**config.mk**
```make
export PLATFORM = sky130hd
export DESIGN_NAME = cv_ctrl_scanner
export DESIGN_NICKNAME = d
export VERILOG_FILES = /design/src/rtl/cv_ctrl_pkg.sv /design/src/rtl/cv_ctrl_debounce.sv /design/src/rtl/cv_ctrl_scanner.sv
export SDC_FILE = /design/constraint.sdc
export NUM_CORES = 1
export LEC_CHECK = 0
export CORE_MARGIN = 2
export CORE_UTILIZATION = 45
export DETAILED_ROUTE_END_ITERATION = 8
export PLACE_DENSITY = 0.65
export SLEW_MARGIN = 20
export SYNTH_ARGS = -nofsm -noshare
export SYNTH_HDL_FRONTEND = slang
export SYNTH_HIERARCHICAL = 1
export SYNTH_SLANG_ARGS = --single-unit
export TNS_END_PERCENT = 10
```
**constraint.sdc**
```tcl
create_clock -name clk_i -period 4.5 [get_ports clk_i]
set_clock_uncertainty 0.15 [all_clocks]
set_input_delay 0.9 -clock clk_i [delete_from_list [all_inputs] [get_ports clk_i]]
set_output_delay 0.9 -clock clk_i [all_outputs]
set_load 0.02 [all_outputs]
```
**src/rtl/cv_ctrl_pkg.sv**
```systemverilog
`default_nettype none
// ============================================================================
// Module : cv_ctrl_pkg
// Brief  : Shared ColecoVision controller constants, scan states and keypad
//          nibble decode.
// Rev    : 1.0
// ============================================================================
package cv_ctrl_pkg;

    // Keypad nibbles as {p1,p2,p3,p4}, read while the keypad strobe is low
    localparam logic [3:0] cv_key_0_c      = 4'b0011;
    localparam logic [3:0] cv_key_1_c      = 4'b1110;
    localparam logic [3:0] cv_key_2_c      = 4'b1101;
    localparam logic [3:0] cv_key_3_c      = 4'b0110;
    localparam logic [3:0] cv_key_4_c      = 4'b0001;
    localparam logic [3:0] cv_key_5_c      = 4'b1001;
    localparam logic [3:0] cv_key_6_c      = 4'b0111;
    localparam logic [3:0] cv_key_7_c      = 4'b1100;
    localparam logic [3:0] cv_key_8_c      = 4'b1000;
    localparam logic [3:0] cv_key_9_c      = 4'b1011;
    localparam logic [3:0] cv_key_star_c   = 4'b1010;
    localparam logic [3:0] cv_key_hash_c   = 4'b0101;
    localparam logic [3:0] cv_key_purple_c = 4'b0100;
    localparam logic [3:0] cv_key_blue_c   = 4'b0010;

    localparam int KP_STAR   = 10;
    localparam int KP_HASH   = 11;
    localparam int KP_PURPLE = 12;
    localparam int KP_BLUE   = 13;
    localparam int KP_UP     = 14;
    localparam int KP_DOWN   = 15;
    localparam int KP_LEFT   = 16;
    localparam int KP_RIGHT  = 17;
    localparam int KP_FIRE   = 18;
    localparam int KP_ARM    = 19;

    typedef enum logic [1:0] {
        ST_KP_SEL = 2'd0,
        ST_GAP    = 2'd1,
        ST_JS_SEL = 2'd2,
        ST_UPDATE = 2'd3
    } cv_scan_state_e;

    // One-hot over bits 0..13 of the bitmap; 1111 and 0000 mean no key
    function automatic logic [13:0] cv_decode_nibble(input logic [3:0] nib);
        logic [13:0] key;
        key = '0;
        case (nib)
            cv_key_0_c:      key[0]         = 1'b1;
            cv_key_1_c:      key[1]         = 1'b1;
            cv_key_2_c:      key[2]         = 1'b1;
            cv_key_3_c:      key[3]         = 1'b1;
            cv_key_4_c:      key[4]         = 1'b1;
            cv_key_5_c:      key[5]         = 1'b1;
            cv_key_6_c:      key[6]         = 1'b1;
            cv_key_7_c:      key[7]         = 1'b1;
            cv_key_8_c:      key[8]         = 1'b1;
            cv_key_9_c:      key[9]         = 1'b1;
            cv_key_star_c:   key[KP_STAR]   = 1'b1;
            cv_key_hash_c:   key[KP_HASH]   = 1'b1;
            cv_key_purple_c: key[KP_PURPLE] = 1'b1;
            cv_key_blue_c:   key[KP_BLUE]   = 1'b1;
            default:         key            = '0;
        endcase
        return key;
    endfunction

endpackage : cv_ctrl_pkg
`default_nettype wire

```
**src/rtl/cv_ctrl_debounce.sv**
```systemverilog
`default_nettype none
// ============================================================================
// Module : cv_ctrl_debounce
// Brief  : Publishes a scanned 20-bit bitmap once DEBOUNCE consecutive scans
//          agree.
// Rev    : 1.0
// ============================================================================
module cv_ctrl_debounce
    import cv_ctrl_pkg::*;
#(
    parameter int DEBOUNCE = 3
) (
    input  logic        clk_i,
    input  logic        reset_n_i,
    input  logic        update_i,
    input  logic [19:0] raw_i,
    output logic [19:0] keypad_o
);

    localparam logic [3:0] c_debounce = 4'(DEBOUNCE);

    logic [19:0] r_prev;
    logic [3:0]  r_stable_cnt;
    logic [19:0] r_keypad;
    logic [3:0]  w_cnt_next;

    always_comb begin
        w_cnt_next = 4'd1;
        if (raw_i == r_prev) begin
            w_cnt_next = (r_stable_cnt == c_debounce) ? r_stable_cnt
                                                      : r_stable_cnt + 4'd1;
        end
    end

    always_ff @(posedge clk_i) begin
        if (!reset_n_i) begin
            r_prev       <= '0;
            r_stable_cnt <= '0;
            r_keypad     <= '0;
        end else if (update_i) begin
            r_stable_cnt <= w_cnt_next;
            if (raw_i != r_prev) begin
                r_prev <= raw_i;
            end
            // Keeps republishing while saturated, which is harmless
            if (w_cnt_next == c_debounce) begin
                r_keypad <= raw_i;
            end
        end
    end

    assign keypad_o = r_keypad;

endmodule : cv_ctrl_debounce
`default_nettype wire

```
**src/rtl/cv_ctrl_scanner.sv**
```systemverilog
`default_nettype none
// ============================================================================
// Module : cv_ctrl_scanner
// Brief  : Strobes and samples two ColecoVision controller ports, producing
//          debounced 20-bit key bitmaps.
// Rev    : 1.0
// ============================================================================
module cv_ctrl_scanner
    import cv_ctrl_pkg::*;
#(
    parameter int SETTLE   = 64,
    parameter int DEBOUNCE = 3
) (
    input  logic        clk_i,
    input  logic        reset_n_i,
    input  logic        clk_en_i,
    output logic [1:0]  ctrl_p5_o,
    output logic [1:0]  ctrl_p8_o,
    input  logic [1:0]  ctrl_p1_i,
    input  logic [1:0]  ctrl_p2_i,
    input  logic [1:0]  ctrl_p3_i,
    input  logic [1:0]  ctrl_p4_i,
    input  logic [1:0]  ctrl_p6_i,
    output logic [19:0] keypad0_o,
    output logic [19:0] keypad1_o,
    output logic        valid_o
);

    localparam logic [7:0] c_settle_last = 8'(SETTLE - 1);

    logic [9:0]     r_meta;
    logic [9:0]     r_sync;
    cv_scan_state_e r_state;
    logic [7:0]     r_settle_cnt;
    logic [19:0]    r_raw [2];
    logic [1:0]     r_p5;
    logic [1:0]     r_p8;
    logic           r_valid;
    logic           r_update;
    logic [19:0]    w_keypad [2];

    logic [1:0] w_p1;
    logic [1:0] w_p2;
    logic [1:0] w_p3;
    logic [1:0] w_p4;
    logic [1:0] w_p6;

    // Pins are idle-high, so the synchronizer resets to released lines
    always_ff @(posedge clk_i) begin
        if (!reset_n_i) begin
            r_meta <= '1;
            r_sync <= '1;
        end else begin
            r_meta <= {ctrl_p6_i, ctrl_p4_i, ctrl_p3_i, ctrl_p2_i, ctrl_p1_i};
            r_sync <= r_meta;
        end
    end

    assign w_p1 = r_sync[1:0];
    assign w_p2 = r_sync[3:2];
    assign w_p3 = r_sync[5:4];
    assign w_p4 = r_sync[7:6];
    assign w_p6 = r_sync[9:8];

    always_ff @(posedge clk_i) begin
        if (!reset_n_i) begin
            r_state      <= ST_KP_SEL;
            r_settle_cnt <= '0;
            r_raw[0]     <= '0;
            r_raw[1]     <= '0;
            r_p5         <= 2'b11;
            r_p8         <= 2'b11;
            r_valid      <= 1'b0;
            r_update     <= 1'b0;
        end else begin
            // Strobes follow the state one clock later, every clock
            r_p5     <= (r_state == ST_KP_SEL) ? 2'b00 : 2'b11;
            r_p8     <= (r_state == ST_JS_SEL) ? 2'b00 : 2'b11;
            r_valid  <= 1'b0;
            r_update <= 1'b0;
            if (clk_en_i) begin
                case (r_state)
                    ST_KP_SEL: begin
                        if (r_settle_cnt == c_settle_last) begin
                            r_settle_cnt <= '0;
                            r_state      <= ST_GAP;
                            for (int p = 0; p < 2; p++) begin
                                r_raw[p][13:0]   <= cv_decode_nibble(
                                    {w_p1[p], w_p2[p], w_p3[p], w_p4[p]});
                                r_raw[p][KP_ARM] <= ~w_p6[p];
                            end
                        end else begin
                            r_settle_cnt <= r_settle_cnt + 8'd1;
                        end
                    end
                    ST_GAP: begin
                        r_state <= ST_JS_SEL;
                    end
                    ST_JS_SEL: begin
                        if (r_settle_cnt == c_settle_last) begin
                            r_settle_cnt <= '0;
                            r_state      <= ST_UPDATE;
                            for (int p = 0; p < 2; p++) begin
                                r_raw[p][KP_UP]    <= ~w_p1[p];
                                r_raw[p][KP_DOWN]  <= ~w_p2[p];
                                r_raw[p][KP_LEFT]  <= ~w_p3[p];
                                r_raw[p][KP_RIGHT] <= ~w_p4[p];
                                r_raw[p][KP_FIRE]  <= ~w_p6[p];
                            end
                        end else begin
                            r_settle_cnt <= r_settle_cnt + 8'd1;
                        end
                    end
                    ST_UPDATE: begin
                        r_state  <= ST_KP_SEL;
                        r_valid  <= 1'b1;
                        r_update <= 1'b1;
                    end
                    default: begin
                        r_state <= ST_KP_SEL;
                    end
                endcase
            end
        end
    end

    // The debouncers commit on the same edge that raises valid_o
    generate
        for (genvar p = 0; p < 2; p++) begin : g_port
            cv_ctrl_debounce #(
                .DEBOUNCE (DEBOUNCE)
            ) u_debounce (
                .clk_i     (clk_i),
                .reset_n_i (reset_n_i),
                .update_i  (clk_en_i && (r_state == ST_UPDATE)),
                .raw_i     (r_raw[p]),
                .keypad_o  (w_keypad[p])
            );
        end
    endgenerate

    assign ctrl_p5_o = r_p5;
    assign ctrl_p8_o = r_p8;
    assign keypad0_o = w_keypad[0];
    assign keypad1_o = w_keypad[1];
    assign valid_o   = r_valid;

endmodule : cv_ctrl_scanner
`default_nettype wire

```
==> flow_summary.yaml <==
status:
  outcome: "finished clean"
cts:
  cts_hold_buffers: 0
  cts_max_level: 4
  ctsResizeCount: 0
  cts_buffers: 17
  root_buffer: "clkbuf_16"
  clock_latency_ns: 0.42
  clk_path_buf_depth: 2
  cts_sinks: 161
  cts_tree: "built"
  cts.clk_slew.worst_paths_ns: 0.06
  post_cts_buffers: 0
floorplanning:
  die_h_um: 127.2
  core_area_um2: 15030
  rows: 45
  die_w_um: 127.2
  io_pins: 58
  die_area_um2: 16180
  initial_core_util_pct: 45.44
route:
  drc: 0
  ant_nets: 0
  top_layer_used: "met4"
  avgRoutedWirePerCell_um: 14.80
  drt_iter0_markers: 343
  met2_length_mm: 5.973
  wl_mm: 13.24
  drt_pass1_iterations: 5
  met1_length_mm: 6.508
  vias_per_cell: 5.203
  vias: 4657
  route.met3.wl_um: 593
global_routing:
  gr-total-overflow: 0
  grtUsageTotal_pct: 17.24
  grt_pass1_wl_mm: 22.14
  grt_pass1_vias: 4531
  antenna_found_initial: 0
  grt_max_degree: 66
setup_path:
  path_class: "in -> reg"
  arrival_ns: 3.37
  critPathMaxStageDelay_ns: 0.75
  worstPathCellList: "clkdlybuf4s50_1 -> and2_1 -> nand2b_1 -> nor4_4 -> buf_4 -> mux2i_1"
  critPathMaxFanout: 20
  cp.required_ns: 4.70
  worstSetupStartpointType: "primary input"
  critPathBufInv: 2
  cp_top_family: "buffers and inverters"
  endpoint_kind: "register"
  slowest_stage: "clkdlybuf4s50_1"
timing:
  slew_viol_final: 0
  hold_viol: 0
  rsz0062_at_grt: "no"
  timing.hold.ws_ns: 0.2566
  fin_crit_sh_pct: 70.45
  tns_ns: 0
  setup_viol: 0
  max_freq_ghz: 0.3154
  fin_crit_ns: 3.170
  relSlewSlack_pct: 52.04
  tightest_slew_ns: 0.7192
logic_synthesis:
  avgSynthCellArea_um2: 10.59
  syn_area_um2: 6832
  synth-xor-area-share_pct: 5.256
  yosysSeqAreaShare_pct: 53.04
  synth_ff_type: "dfxtp_1"
  synth_top_family_by_area: "simple AND/OR/NAND/NOR gates"
  yosysUniqueCellTypes: 45
  synth_compound_area_share_pct: 3.352
  synthAdderAreaFrac_pct: 1.282
  synthSimpleGateAreaFrac_pct: 21.61
  synthArstFlopShare_pct: 0
  ys_seq_elements: 161
  yosysWarnings: 6
  synth_edf_count: 40
  synthCells: 645
  synthMuxAreaShare_pct: 12.45
  syn-num-nets: 665
power:
  power_density_nw_per_um2: 384.7
  peakVddDrop_mv: 0.2434
  leakagePower_nw: 3.183
placement:
  gp_congestion: 0.7487
  port_buffers: 57
  placed_area_um2: 7505
  dp_hpwl_mm: 9.053
cells_and_area:
  antenna_cells: 0
  syn_to_final_growth_pct: 18.99
  n_fill_cell: 1270
  fin_area_um2: 8129
  drive_gt1_share_pct: 8.204
  fin_util_pct: 54.07
  fin_nets: 714
run:
  maxCapViolCount: 0
min_path:
  hp-class: "reg -> reg"
==> sequential cells by signal, summed over array words and instances, names as in the netlist <==
signal / count
g_port.u_debounce/r_prev: 40
g_port.u_debounce/r_stable_cnt: 8
g_port.u_debounce/keypad_o: 40
ctrl_p5_o: 1
r_raw: 40
valid_o: 1
ctrl_p8_o: 1
r_state: 2
r_meta: 10
r_settle_cnt: 8
r_sync: 10
==> cells in the final DEF, fill, tap and decap left out, drive strengths merged, types with 2 or more instances in the layout <==
cell           count
nand4              6
dfxtp            121
nor3              22
nand3             11
nand2b            36
and4               2
edfxtp            40
a21boi             3
nor2b              9
clkinv             3
clkbuf            22
bufinv             2
o21ai              8
nor4b              2
ha                 7
nand3b             3
clkdlybuf4s50     56
mux2i             85
nor3b              4
nor2               8
xor2              40
a32oi              2
nand2            142
or2                2
buf                8
inv                7
and2               3
nor4              26
and3               3
o21a               7
a211oi             6
==> worst paths after layout <==
path	from	to	slack, ns	depth (start not counted)
max	clk_en_i	g_port[0].u_debounce/keypad_o[19]	1.33	6
max reg2reg	r_raw[1][3]	g_port[1].u_debounce/r_prev[2]	1.77	6
min	r_meta[3]	r_sync[3]	0.26	1
min reg2reg	r_meta[3]	r_sync[3]	0.26	1
==> per-stage QoR <==
step,power [mW],worst slack [ns],cells
6_report,3.127,1.330,895
5_1_grt,3.227,1.154,895
4_1_cts,3.162,1.383,895
3_5_place_dp,1.666,0.9141,863
3_3_place_gp,1.663,1.067,863
2_1_floorplan,1.628,0.5438,645
==> area by class of cell <==
class	instances	area, um^2	area share (%)
flip-flops and latches	161	3623	44.57
repair buffers	64	620.6	7.634
well taps	188	235.2	2.894
clock inverters	10	117.6	1.447
clock buffers	22	506.7	6.234
inverters	3	11.26	0.1385
multi-input cells	447	3014	37.08
==> per-layer routing <==
layer	global-route usage (%)	up-vias
li1	-	2336
met1	23.60	2193
met2	26.66	115
met3	4.146	13
met4	6.529	0
met5	0	-
==> cells by family (layout without fill, tap and decap cells) <==
| logic type | count (synthesis) | after routing |
|---|---|---|
| AOI/OAI and AO/OA | 32 | 32 |
| xor gates and xnor gates | 41 | 41 |
| adders and majority gates | 7 | 7 |
| buffers and inverters | 37 | 99 |
| DFF | 161 | 161 |
| muxes | 85 | 85 |
| and+or+nand+nor | 282 | 282 |
==> power by group <==
part | switching [mW] | total, mW | internal (mW) | leakage, nW
clock network | 0.576 | 1.49 | 0.916 | 0.308
registers | 0.0234 | 1.53 | 1.51 | 1.36
logic | 0.0654 | 0.102 | 0.0362 | 1.51
total | 0.665 | 3.13 | 2.46 | 3.18
==> worst register-to-register path, stage by stage, from the launching register on <==
cell	delay, ns
edfxtp_1	0.41
xor2_1	0.18
nor4_1	0.35
nand2_1	0.30
o21ai_2	0.67
buf_4	0.37
mux2i_1	0.23
==> synth_stat cells (2+ instances only) <==
master	instances	area share, %
buf_2	2	0.15
nor2_1	8	0.44
a21boi_0	3	0.33
nand2_1	142	7.8
nor4_4	2	0.62
nand4_1	5	0.46
nor4_1	17	1.6
or2_2	2	0.18
and2_1	3	0.27
and4_1	2	0.26
inv_1	3	0.16
buf_4	7	0.77
o21ai_0	5	0.37
nor3_1	22	1.6
nor3b_1	4	0.44
nand3_1	9	0.66
nand2b_1	36	3.3
o21ai_1	3	0.22
clkbuf_1	20	1.1
ha_1	7	1.3
o21a_1	7	0.77
dfxtp_1	121	35
nand3_2	2	0.29
nand3b_1	3	0.33
nor4b_1	2	0.26
nor2b_1	9	0.82
xor2_1	40	5.1
and3_1	3	0.27
a32oi_1	2	0.26
nor4_2	7	1.3
buf_6	5	0.82
a211oi_1	6	0.66
edfxtp_1	40	18
mux2i_1	85	12
Note: power is estimated with default switching activity, not from simulation.
